[src/rtl/operand_entry_ctrl.sv]
// operand_entry_ctrl: operand-entry front end for the 7-bit ripple-carry adder.
// Synchronises the switch bus and four pushbuttons, debounces the buttons,
// turns each debounced press into a one-cycle load strobe, assembles operands
// A and B from nibble loads and offers them to the adder with valid/ack.
// Optional build macro: DEBOUNCE_BYPASS_EN (debounce counters removed, d = s).
module operand_entry_ctrl #(
  parameter int unsigned DEBOUNCE_CYCLES = 250000,
  parameter int unsigned CNT_W           = 18
) (
  input  logic       clk,
  input  logic       rst_n,
  input  logic [3:0] y,
  input  logic       pb1,
  input  logic       pb2,
  input  logic       pb3,
  input  logic       pb4,
  output logic [6:0] a,
  output logic [6:0] b,
  output logic       operands_valid,
  input  logic       operands_ack,
  output logic [3:0] loaded
);

  typedef enum logic {COLLECT, READY} state_t;

  logic [3:0] pb_raw;
  logic [3:0] pb_meta, pb_s;
  logic [3:0] y_meta, y_s;
  logic [1:0] fill;
  logic       filled;
  logic [3:0] d;          // debounced level per button
  logic [3:0] armed;      // button has been seen released (debounced) since reset
  logic [3:0] lvl, lvl_prev;
  logic [3:0] strobe;
  logic       ack_take;
  state_t     state_q, state_d;

  assign pb_raw = {pb4, pb3, pb2, pb1};
  // The synchronisers hold reset zeros for two edges; those are not real samples.
  assign filled = (fill == 2'd2);

  // Two-flop synchronisers for the switch bus and buttons, plus fill tracker.
  // NOTE: sequential state uses non-blocking (<=) so every flop samples pre-edge values.
  always_ff @(posedge clk or negedge rst_n) begin
    if (!rst_n) begin
      y_meta  <= '0;
      y_s     <= '0;
      pb_meta <= '0;
      pb_s    <= '0;
      fill    <= '0;
    end else begin
      y_meta  <= y;
      y_s     <= y_meta;
      pb_meta <= pb_raw;
      pb_s    <= pb_meta;
      if (!filled) fill <= fill + 2'd1;
    end
  end

`ifdef DEBOUNCE_BYPASS_EN
  // Bypass build: level follows the synchroniser; arm once a real low is seen.
  assign d = pb_s;

  always_ff @(posedge clk or negedge rst_n) begin
    if (!rst_n) begin
      armed <= '0;
    end else begin
      for (int i = 0; i < 4; i++)
        if (filled && !pb_s[i]) armed[i] <= 1'b1;
    end
  end
`else
  localparam logic [CNT_W-1:0] CNT_LAST = CNT_W'(DEBOUNCE_CYCLES - 1);

  logic [3:0][CNT_W-1:0] cnt;

  // Per-button debounce. Until armed, the button is treated as debounced-high,
  // so a press held through reset must first be debounced low before it counts.
  // NOTE: the counter array is small and control-critical, so it is reset like any other flop.
  always_ff @(posedge clk or negedge rst_n) begin
    if (!rst_n) begin
      cnt   <= '0;
      d     <= '0;
      armed <= '0;
    end else begin
      for (int i = 0; i < 4; i++) begin
        if (!filled || (pb_s[i] == (d[i] | ~armed[i]))) begin
          cnt[i] <= '0;
        end else if (cnt[i] == CNT_LAST) begin
          cnt[i] <= '0;
          if (armed[i]) d[i] <= pb_s[i];
          else          armed[i] <= 1'b1;
        end else begin
          cnt[i] <= cnt[i] + CNT_W'(1);
        end
      end
    end
  end
`endif

  assign lvl = d & armed;

  // Registered rising-edge detector: one strobe per accepted press.
  always_ff @(posedge clk or negedge rst_n) begin
    if (!rst_n) begin
      lvl_prev <= '0;
      strobe   <= '0;
    end else begin
      lvl_prev <= lvl;
      strobe   <= lvl & ~lvl_prev;
    end
  end

  assign ack_take = operands_valid && operands_ack;

  // Field capture and loaded flags; a strobe in the ack cycle survives the clear.
  always_ff @(posedge clk or negedge rst_n) begin
    if (!rst_n) begin
      a      <= '0;
      b      <= '0;
      loaded <= '0;
    end else begin
      if (strobe[0]) a[3:0] <= y_s;
      if (strobe[1]) a[6:4] <= y_s[2:0];
      if (strobe[2]) b[3:0] <= y_s;
      if (strobe[3]) b[6:4] <= y_s[2:0];
      loaded <= (ack_take ? 4'b0000 : loaded) | strobe;
    end
  end

  // Handshake state register.
  always_ff @(posedge clk or negedge rst_n) begin
    if (!rst_n) state_q <= COLLECT;
    else        state_q <= state_d;
  end

  // Next state: ready once every nibble is loaded, back to collecting on ack.
  // NOTE: default assignment first so no path leaves state_d unassigned (no latch).
  always_comb begin
    state_d = state_q;
    case (state_q)
      COLLECT: if (loaded == 4'b1111) state_d = READY;
      READY:   if (operands_ack)      state_d = COLLECT;
      default: state_d = COLLECT;
    endcase
  end

  // Output decode: valid is the registered READY state.
  always_comb begin
    operands_valid = (state_q == READY);
  end

endmodule

[config.mk]
export PLATFORM = sky130hd
export DESIGN_NAME = operand_entry_ctrl
export DESIGN_NICKNAME = d
export VERILOG_FILES = /design/src/rtl/operand_entry_ctrl.sv
export SDC_FILE = /design/constraint.sdc
export NUM_CORES = 1
export LEC_CHECK = 0
export ABC_AREA = 1
export ABC_CLOCK_PERIOD_IN_PS = 1940
export CORE_UTILIZATION = 45
export DETAILED_ROUTE_END_ITERATION = 6
export GPL_TIMING_DRIVEN = 0
export PLACE_DENSITY_LB_ADDON = 0.08
export RECOVER_POWER = 50
export SLEW_MARGIN = 20
export SYNTH_ARGS = -nofsm -noshare
export SYNTH_HDL_FRONTEND = slang
export SYNTH_SLANG_ARGS = --single-unit
export TNS_END_PERCENT = 5
[constraint.sdc]
create_clock -name clk -period 1.94 [get_ports clk]
set_input_delay 0.582 -clock clk [delete_from_list [all_inputs] [get_ports clk]]
set_output_delay 0.582 -clock clk [all_outputs]
set_load 0.01 [all_outputs]
==> summary.md, run 1 <==
| Metric | Value |
|---|---|
| Reg2Reg Depth | 7 |
| Synth area leaders | dfrtp_1 52%, nor2_1 9.0%, nand2_1 8.9%, inv_1 3.9%, nand3_1 3.4% |
| Setup repair bufs after CTS | 0 |
| Buf/Inv on CP | 1 |
| Initial antenna violation count | 0 |
| Unique masters post-synth | 28 |
| Fmax | 527 MHz |
| Yosys warning total | 0 |
| Die ar. | 13700 sq um |
| Worst Setup SP | loaded[3] |
| Reg-to-Reg End | cnt[27] |
| Total gr overflow | 0 |
| Final nets | 769 |
| Syn Area/Cell | 8.49 sq um |
| CTS tree | built |
| Placed insts | 906 |
| VDD IR max | 585 uV |
| Die height | 117 microns |
| Critical path cell sequence | clkdlybuf4s50_1 |
| Layout cells sized above 1 | 0.142 |
| Global-route usage over all layers | 0.194 |
| DR DRC count | 0 |
| Final Skew | 0.00747 ns |
| Crit share post-route | 0.978 |
| Core area | 12800 sq um |
| Slowest cell on crit path | clkdlybuf4s50_1 |
| Vias in the first global route | 4336 |
| Slowest stage delay, CP | 0.54 ns |
| Syn nets | 720 |
| CTS H-tree lvls | 4 |
| Routed Antenna Nets | 0 |
| Initial Utilization | 0.468 |
| Switching portion of total power | 0.201 |
| DR WL/cell | 12.4 microns |
| Most frequent cell after synthesis | nor2_1 |
| Number of placement rows | 41 |
| HPWL reported at the end of detailed placement | 8.25 mm |
| Worst EP required | 1.36 ns |
| Ys async rst share | 1.00 |
| Sequential-to-total area share from yosys stat | 0.523 |
| Kind of start point of the critical path | register |
| Iter 0 DRT Violations | 244 |
| Crit path max fanout | 3 |
| Psw | 0.00121 W |
| Ys flop type | dfrtp_1 |
| Final Max Tran Viols | 0 |
| Diode count | 0 |
| Synth Cell Area | 5980 sq um |
| HP Class | register to register |
| I/O pins | 30 |
| EDFF count, synth | 0 |
| Clk_lat worst skew | 0.41 ns |
| Clock Path Buffers | 2 |
| First-pass GRT wire length | 20.3 mm |
| Avg Vias per Cell | 4.88 |
| Hold_ws | 0.345 ns |
| Area growth syn-to-layout | 19.0% |
| R2R setup slack | 0.38 ns |
| PwrDens | 846 nW/um^2 |
| DRT Pass-1 Iters | 4 |
| Family with the most delay on the worst path | buffers and inverters |
| Cells after synthesis | 704 |
| Final setup fails | 0 |
| Status | finished clean |
| Total Wirelength | 11.6 mm |
| Data arrival, critical path | 1.32 ns |
| Post-synth top area cell | dfrtp_1 |
| Crit end category | output port |
| Root buf cell | clkbuf_16 |
| Gate power share | 0.027 |
| Share of the synthesized area in the top cell type | 0.523 |
| Vias after detailed routing | 4575 |
| IO buf count | 29 |
| GPL Wtd Cong | 0.875 |
| Setup_tns | 0 ns |
| Sinks on Clock Net | 125 |
| WS Path Type | register to output port |
| Final Hold Vio Count | 0 |
| Clock transition at path regs | 0.05 ns |
| Post-cts sizing count | 1 |
| MaxCap Viol Count | 0 |
| Crit path depth | 1 |
| Slew headroom | 0.218 |
| Pin count of the biggest net entering global routing | 82 |
| Cell Int Power | 0.00481 W |
| Post-synth top cells | 144 x nor2_1, 142 x nand2_1, 125 x dfrtp_1 |
| Die X | 117 microns |
| Final cell count without fillers | 938 |
| Worst setup endpoint | loaded[3] |
| Yosys reg bits | 125 |
| Cts hold-fix bufs | 0 |
| Leakage | 3.26 nW |
| Min Tclk post-route | 1.90 ns |
| Worst slew pin tran | 1.17 ns |
| RSZ-0062 raised after global routing | false |
| Part of the power in the clock network | 0.528 |
| Seq pwr share | 0.445 |
| Worst r2r src | fill[0] |
| Inserted Clock Buffers | 17 |
-- how the worst min path moves through the flow --
stage,start,endpoint,slack [ns],cells past startpoint
finish,y_meta[2],y_s[2],0.34,0
CTS,rst_n,cnt[4],0.09,1
detailed placement,pb_meta[2],pb_s[2],0.34,0
global route,pb_meta[3],pb_s[3],0.36,0
floorplan,rst_n,a[0],0.29,0
global placement,y_meta[2],y_s[2],0.33,0
-- kinds of logic (layout without fill, tap and decap cells) --
| family | after synthesis | count (layout) | share of synthesized area |
|---|---|---|---|
| and+or+nand+nor | 420 | 420 | 0.320 |
| DFF | 125 | 125 | 0.523 |
| buffers and inverters | 79 | 141 | 0.0505 |
| AOI/OAI and AO/OA | 38 | 38 | 0.0356 |
| xor gates and xnor gates | 23 | 23 | 0.0337 |
| muxes | 14 | 14 | 0.0264 |
| adders and majority gates | 5 | 5 | 0.0105 |
-- sequential cells by signal, summed over array words and instances, names as in the netlist, 2 cells and up --
register	flops
a	7
armed	4
b	7
cnt	72
d	4
fill	2
loaded	4
lvl_prev	4
pb_meta	4
pb_s	4
strobe	4
y_meta	4
y_s	4
-- stage by stage --
stage | util | power (W) | instance area [sq um] | worst slack (ns)
after floorplan | - | 0.00278 | 5980 | 0.591
after global placement | 0.507 | 0.00289 | 6480 | -4.59
after detailed placement | 0.510 | 0.00290 | 6510 | 0.349
after CTS | 0.556 | 0.00611 | 7100 | 0.0132
after global routing | 0.557 | 0.00627 | 7110 | 0.00116
final | 0.557 | 0.00602 | 7110 | 0.0426
-- placed cells by master, fill, tap and decap left out, types with 7 or more instances in the layout --
cell type        netlist  layout
a21oi_1               10      10
xor2_1                16      16
nor2_2                16      16
o21ai_1               12      12
xnor2_1                7       7
inv_2                 13      13
nor3_1                24      24
inv_1                 62      62
dlygate4sd3_1          0       8
nand2_1              142     142
clkdlybuf4s50_1        0      13
clkbuf_16              0      17
dfrtp_1              125     125
nand4_1               15      15
nand3_1               40      40
nor2_1               144     144
mux2_2                14      14
nand2_2               17      17
-- power groups by stage --
| stage | Clock [W] | Sequential, W | Combinational (W) |
|---|---|---|---|
| after floorplan | 0 | 0.00272 | 0.0000697 |
| after global placement | 0 | 0.00272 | 0.000165 |
| after detailed placement | 0 | 0.00272 | 0.000176 |
| after CTS | 0.00325 | 0.00268 | 0.000176 |
| after global routing | 0.00339 | 0.00268 | 0.000193 |
| final | 0.00318 | 0.00268 | 0.000164 |
-- metal layers --
layer  track usage  vias to the layer above  part of all wire
met5             0                        -                 0
met4        0.0726                        0             0.012
met3        0.0551                       12             0.040
met2         0.290                       74              0.45
met1         0.267                     2150              0.50
li1              -                     2339                 -
-- final cells by class --
cell class | count | area (sq um)
fillers | 1144 | 5660
flip-flops and latches | 125 | 3130
multi-input cells | 500 | 2550
clock buffers | 25 | 485
repair buffers | 30 | 327
inverters | 75 | 282
well taps | 172 | 215
clock inverters | 7 | 110
plain buffers | 4 | 20.0
No activity file was read; power rests on OpenSTA's default activity.
==> run 2, diff against run 1 <==
Settings changed: ABC_AREA 1 to 0, SLEW_MARGIN 20 to unset.
==> summary.md, run 2 <==
| Metric | Value |
|---|---|
| Status | complete, but fails checks |
| Failing checks | DRC |
| Buf/Inv on CP | 1 (unchanged) |
| I/O pins | 30 (unchanged) |
| Post-synth top area cell | dfrtp_1 |
| Kind of start point of the critical path | register |
| Fill count | 988 (-14%) |
| Diode count | 0 (unchanged) |
| Min Tclk post-route | 1.90 ns (+0.000869 ns) |
| DR DRC count | 6 (+6) |
| Worst slew pin tran | 1.20 ns (+0.0247 ns) |
| Synth area leaders | dfrtp_1 58%, xnor2_1 7.6%, nor2_1 5.1%, mux2_2 3.5%, nor4_1 2.9% |
| Inserted Clock Buffers | 17 (unchanged) |
| Vias in the first global route | 3709 (-14%) |
| Yosys reg bits | 125 (unchanged) |
| Final Hold Vio Count | 0 (unchanged) |
| Crit end category | output port |
| Total Wirelength | 9.95 mm (-15%) |
| Commonest cells after routing, fill and taps aside | 124 x dfrtp_1, 73 x nor2_1, 47 x xnor2_1 |
| GPL Wtd Cong | 0.772 (-12%) |
| PwrDens | 903 nW/um^2 (+6.7%) |
| Synth Cell Area | 5390 sq um (-9.7%) |
| Worst EP required | 1.36 ns (about the same) |
| Most flops, register | cnt |
| Yosys warning total | 0 (unchanged) |
| Global-route usage over all layers | 0.181 (-0.0133) |
| Cts hold-fix bufs | 0 (unchanged) |
| Final nets | 551 (-28%) |
| CTS H-tree lvls | 4 (unchanged) |
| Pin count of the biggest net entering global routing | 99 (+21%) |
| Leakage | 2.87 nW (-12%) |
| Area post-placement | 5890 sq um (-9.5%) |
| HP Class | input pin to async pin |
| Share of the synthesized area in the top cell type | 0.580 (+0.0565) |
| Clock transition at path regs | 0.05 ns (about the same) |
| Top Registers | cnt x72, a x7, b x7 |
| Root buf cell | clkbuf_16 |
| First-pass GRT wire length | 17.6 mm (-13%) |
| Fmax | 527 MHz (about the same) |
| Total gr overflow | 0 (unchanged) |
| Setup_tns | 0 ns (unchanged) |
| Syn nets | 499 (-31%) |
| Routed Antenna Nets | 0 (unchanged) |
| Final Max Tran Viols | 0 (unchanged) |
| Post-route cell area | 6570 sq um (-7.6%) |
| Slowest cell on crit path | clkdlybuf4s50_1 |
| Final Skew | 0.00526 ns (-0.00221 ns) |
| Cells after synthesis | 483 (-31%) |
| Ys async rst share | 1.00 (unchanged) |
| EDFF count, synth | 0 (unchanged) |
| Slowest stage delay, CP | 0.54 ns (about the same) |
| HPWL reported at the end of detailed placement | 6.59 mm (-20%) |
| IO buf count | 29 (unchanged) |
| Max FFs per register | 72 (unchanged) |
| Number of placement rows | 39 (-4.9%) |
| Initial antenna violation count | 0 (unchanged) |
| Die ar. | 12400 sq um (-9.6%) |
| Syn Area/Cell | 11.2 sq um (+32%) |
| Critical path cell sequence | clkdlybuf4s50_1 |
| RSZ-0062 raised after global routing | true |
| Ys flop type | dfrtp_1 |
| Most frequent cell after synthesis | dfrtp_1 |
| Die height | 111 microns (-4.9%) |
| Sinks on Clock Net | 125 (unchanged) |
| Core area | 11600 sq um (-9.5%) |
| DRT Pass-1 Iters | 7 (+3) |
| Unique masters post-synth | 48 (+71%) |
| CTS tree | built |
| Avg Vias per Cell | 5.33 (+9.3%) |
| Vias after detailed routing | 3680 (-20%) |
| PnR worst setup slack | 0.0418 ns (-0.000869 ns) |
| Die X | 111 microns (-4.9%) |
| WS Path Type | register to output port |
| DR WL/cell | 14.4 microns (+16%) |
| Layout cells sized above 1 | 0.137 (-0.00519) |
| Commonest non-fill, non-tap cell in the layout | dfrtp_1 |
| Clock Path Buffers | 2 (unchanged) |
| Iter 0 DRT Violations | 169 (-31%) |
| Dpl ws | -0.195 ns (-0.544 ns) |
| Clk_lat worst skew | 0.41 ns (about the same) |
| Area growth syn-to-layout | 21.8% |
| Slew headroom | 0.202 (-0.0164) |
| Initial Utilization | 0.466 (-0.00142) |
| Crit path max fanout | 3 (unchanged) |
| Sequential-to-total area share from yosys stat | 0.580 (+0.0565) |
| MaxCap Viol Count | 0 (unchanged) |
| Crit share post-route | 0.978 (about the same) |
| VDD IR max | 559 uV (-4.4%) |
| Data arrival, critical path | 1.32 ns (about the same) |
| Final setup fails | 0 (unchanged) |
| Family with the most delay on the worst path | buffers and inverters |
| Post-synth top cells | 125 x dfrtp_1, 73 x nor2_1, 47 x xnor2_1 |
[run 2: stage by stage]
step           power (W)  hold WS (ns)   util  instances
5_1_grt          0.00615        0.0326  0.568        690
3_3_place_gp     0.00287         0.333  0.507        655
3_5_place_dp     0.00288         0.335  0.509        656
6_report         0.00593        0.0271  0.568        690
2_1_floorplan    0.00278         0.286      -        483
4_1_cts          0.00602        0.0320  0.563        688
[run 2: final timing paths]
path                       cells after the start        end       start  slack, ns
setup / recovery                               1  loaded[0]   loaded[0]       0.04
hold / removal                                 1    cnt[46]       rst_n       0.03
setup reg to reg                               6    cnt[48]     cnt[42]       0.09
hold reg to reg                                0    pb_s[0]  pb_meta[0]       0.35
max in group asynchronous                      2    cnt[66]       rst_n       0.45
min in group clk                               0    pb_s[0]  pb_meta[0]       0.35
[run 2: final cells by class]
type,count,area (sq um),share of cell area
clock inverter,7,85.1,0.0129
clock buffer,24,502,0.0764
sequential,125,3130,0.476
timing repair buffer,33,335,0.0510
tap,143,179,0.0272
inverter,19,75.1,0.0114
buffer,9,70.1,0.0107
multi-input combinational,330,2190,0.334
[run 2: logic make-up (layout without fill, tap and decap cells)]
kind of cell               Yosys count  in the layout  synth area share
adders and majority gates            5              5            0.0116
buffers and inverters               28             92            0.0253
muxes                               21             21            0.0431
DFF                                125            125             0.580
AOI/OAI and AO/OA                   33             33            0.0436
and+or+nand+nor                    213            213             0.202
xor gates and xnor gates            58             58            0.0942
[run 2: what timing repair did]
item                                    4_1_cts  5_1_grt
gates resized for setup                       6       15
pin swaps                                    10        4
endpoints found under the setup margin       46       48
hold endpoints to repair                      0        0
buffers inserted                              1        2
[run 2: metal layers]
layer,vias up,GRT usage,wire (microns)
li1,1795,-,-
met1,1814,0.239,4900
met2,53,0.278,4480
met3,18,0.0544,406
met4,0,0.0757,163
met5,-,0,0
[run 2: where the power goes]
part           total [W]  switching (W)  internal (W)  leakage [nW]
combinational   0.000151      0.0000982     0.0000529         0.877
sequential       0.00268      0.0000310       0.00265          1.69
clock            0.00310        0.00106       0.00204         0.296
==> run 3, diff against run 2 <==
Settings changed: CELL_PAD_IN_SITES_DETAIL_PLACEMENT set to 1, CELL_PAD_IN_SITES_GLOBAL_PLACEMENT set to 2, CORE_UTILIZATION 45 to 40.
==> summary.md, run 3 (synthesis results as in run 2) <==
| Metric | Value |
|---|---|
| Most flops, register | cnt |
| Final nets | 551 (unchanged) |
| Die ar. | 14000 sq um (+12%) |
| Layout Utilization | 0.506 (-0.0626) |
| Global-route usage over all layers | 0.186 (+0.00515) |
| Top Registers | cnt x72, a x7, b x7 |
| Root buf cell | clkbuf_16 |
| Leakage | 2.96 nW (+3.4%) |
| Min Tclk post-route | 1.92 ns (+0.0174 ns) |
| Worst slew pin tran | 1.32 ns (+0.124 ns) |
| DR DRC count | 0 (-6) |
| Layout cells sized above 1 | 0.150 (+0.0128) |
| DRT Pass-1 Iters | 4 (-3) |
| Pin count of the biggest net entering global routing | 76 (-23%) |
| Crit end category | register |
| CTS H-tree lvls | 4 (unchanged) |
| PwrDens | 895 nW/um^2 (-0.88%) |
| Final Max Tran Viols | 0 (unchanged) |
| DR WL/cell | 15.9 microns (+10%) |
| Status | finished clean |
| Iter 0 DRT Violations | 217 (+28%) |
| MaxCap Viol Count | 0 (unchanged) |
| Vias after detailed routing | 3728 (+1.3%) |
| Initial Utilization | 0.409 (-0.0575) |
| RSZ-0062 raised after global routing | true |
| Vias in the first global route | 4008 (+8.1%) |
| Sinks on Clock Net | 125 (unchanged) |
| HPWL reported at the end of detailed placement | 7.56 mm (+15%) |
| Total gr overflow | 0 (unchanged) |
| Clock Path Buffers | 2 (unchanged) |
| Dpl ws | -0.219 ns (-0.0243 ns) |
| Initial antenna violation count | 0 (unchanged) |
| Slew headroom | 0.119 (-0.0824) |
| Family with the most delay on the worst path | simple AND/OR/NAND/NOR gates |
| Diode count | 0 (unchanged) |
| First-pass GRT wire length | 20.4 mm (+16%) |
| Hold_ws | 0.353 ns (+0.326 ns) |
| Final setup fails | 0 (unchanged) |
| Placed insts | 689 (+5.0%) |
| Final Hold Vio Count | 0 (unchanged) |
| I/O pins | 30 (unchanged) |
| Avg Vias per Cell | 5.16 (-3.3%) |
| IO buf count | 29 (unchanged) |
| Data arrival, critical path | 2.21 ns (+0.89 ns) |
| CTS tree | built |
| Commonest cells after routing, fill and taps aside | 123 x dfrtp_1, 73 x nor2_1, 47 x xnor2_1 |
| Critical path cell sequence | or4_4, nor4_4, a211o_2, buf_6, buf_8, nor2_1 |
| Slowest stage delay, CP | 0.54 ns (about the same) |
| Core area | 13200 sq um (+14%) |
| Routed Antenna Nets | 0 (unchanged) |
| Inserted Clock Buffers | 17 (unchanged) |
| Final cell count without fillers | 723 (+4.8%) |
| Crit share post-route | 0.987 (+0.00895) |
| WS Path Type | register to register |
| Area growth syn-to-layout | 23.6% |
| PnR worst setup slack | 0.0244 ns (-0.0174 ns) |
| Total Wirelength | 11.5 mm (+15%) |
| Max FFs per register | 72 (unchanged) |
| Buf/Inv on CP | 2 (+1) |
| Fmax | 522 MHz (-0.91%) |
| VDD IR max | 725 uV (+30%) |
| Die height | 118 microns (+6.0%) |
| HP Class | register to register |
| Cts hold-fix bufs | 0 (unchanged) |
| Slowest cell on crit path | or4_4 |
| Die X | 118 microns (+6.0%) |
| Kind of start point of the critical path | register |
| Clk_lat worst skew | 0.41 ns (about the same) |
| Number of placement rows | 42 (+7.7%) |
| Clock transition at path regs | 0.05 ns (about the same) |
| Crit path max fanout | 10 (+7) |
| Worst EP required | 2.23 ns (+0.87 ns) |
| Final Skew | 0.00543 ns (+0.000171 ns) |
| GPL Wtd Cong | 0.764 (-0.96%) |
| Commonest non-fill, non-tap cell in the layout | dfrtp_1 |
==> run 3: cell count changes in the layout (fill, tap and decap cells not counted), moves of 2 or more <==
| cell | change |
|---|---|
| nor4_2 | +2 |
| nor4_1 | -3 |
| clkdlybuf4s50_1 | -3 |
| dlymetal6s2s_1 | +4 |
==> run 3: path summary, 6_finish.rpt <==
path	startpoint	to	slack, ns	cells after the start
max reg2reg	cnt[47]	cnt[48]	0.02	6
max in group asynchronous	rst_n	d[3]	0.31	2
min in group asynchronous	rst_n	cnt[46]	0.46	1
max	cnt[47]	cnt[48]	0.02	6
min reg2reg	y_meta[2]	y_s[2]	0.35	0
min	y_meta[2]	y_s[2]	0.35	0
==> run 3: metal layers <==
layer | wire (microns) | share of wire | up-vias | GRT usage
li1 | - | - | 1794 | -
met3 | 345 | 0.030 | 8 | 0.0518
met1 | 5590 | 0.49 | 1884 | 0.253
met4 | 121 | 0.011 | 0 | 0.0601
met5 | 0 | 0 | - | 0
met2 | 5410 | 0.47 | 42 | 0.285
==> run 3: timing repair <==
item	4_1_cts	5_1_grt
gates resized for setup	13	20
setup endpoints to repair	50	52
pin swaps	6	5
cloned	0	0
setup buffers	1	2
==> run 3: area by class of cell <==
type / count / area [sq um]
Buffer: 9 / 72.6
Clock buffer: 24 / 502
Clock inverter: 7 / 85.1
Fill cell: 1373 / 6520
Inverter: 19 / 75.1
Multi-Input combinational cell: 330 / 2230
Sequential cell: 125 / 3130
Tap cell: 176 / 220
Timing Repair Buffer: 33 / 348
==> run 3: report_power, final <==
part	internal [W]	switching (W)	leakage, nW	total (W)
sequential	0.00265	0.0000325	1.69	0.00268
combinational	0.0000544	0.000100	0.975	0.000155
clock	0.00204	0.00109	0.296	0.00313
total	0.00474	0.00122	2.96	0.00597
==> run 3: worst register-to-register path: cells and delay by family, from the launching register on <==
kind            cells  cell delay (ns)
compound gates      1             0.21
buf+inv             2             0.27
flops               1             0.44
simple gates        3             0.89
==> run 3: through the flow <==
stage	TNS (ns)	total power (W)	area (sq um)
6_report	0	0.00597	6670
5_1_grt	-0.397	0.00620	6670
4_1_cts	-0.670	0.00607	6600
3_5_place_dp	-7.43	0.00289	5930
3_3_place_gp	-599.08	0.00288	5900
2_1_floorplan	0	0.00278	5390
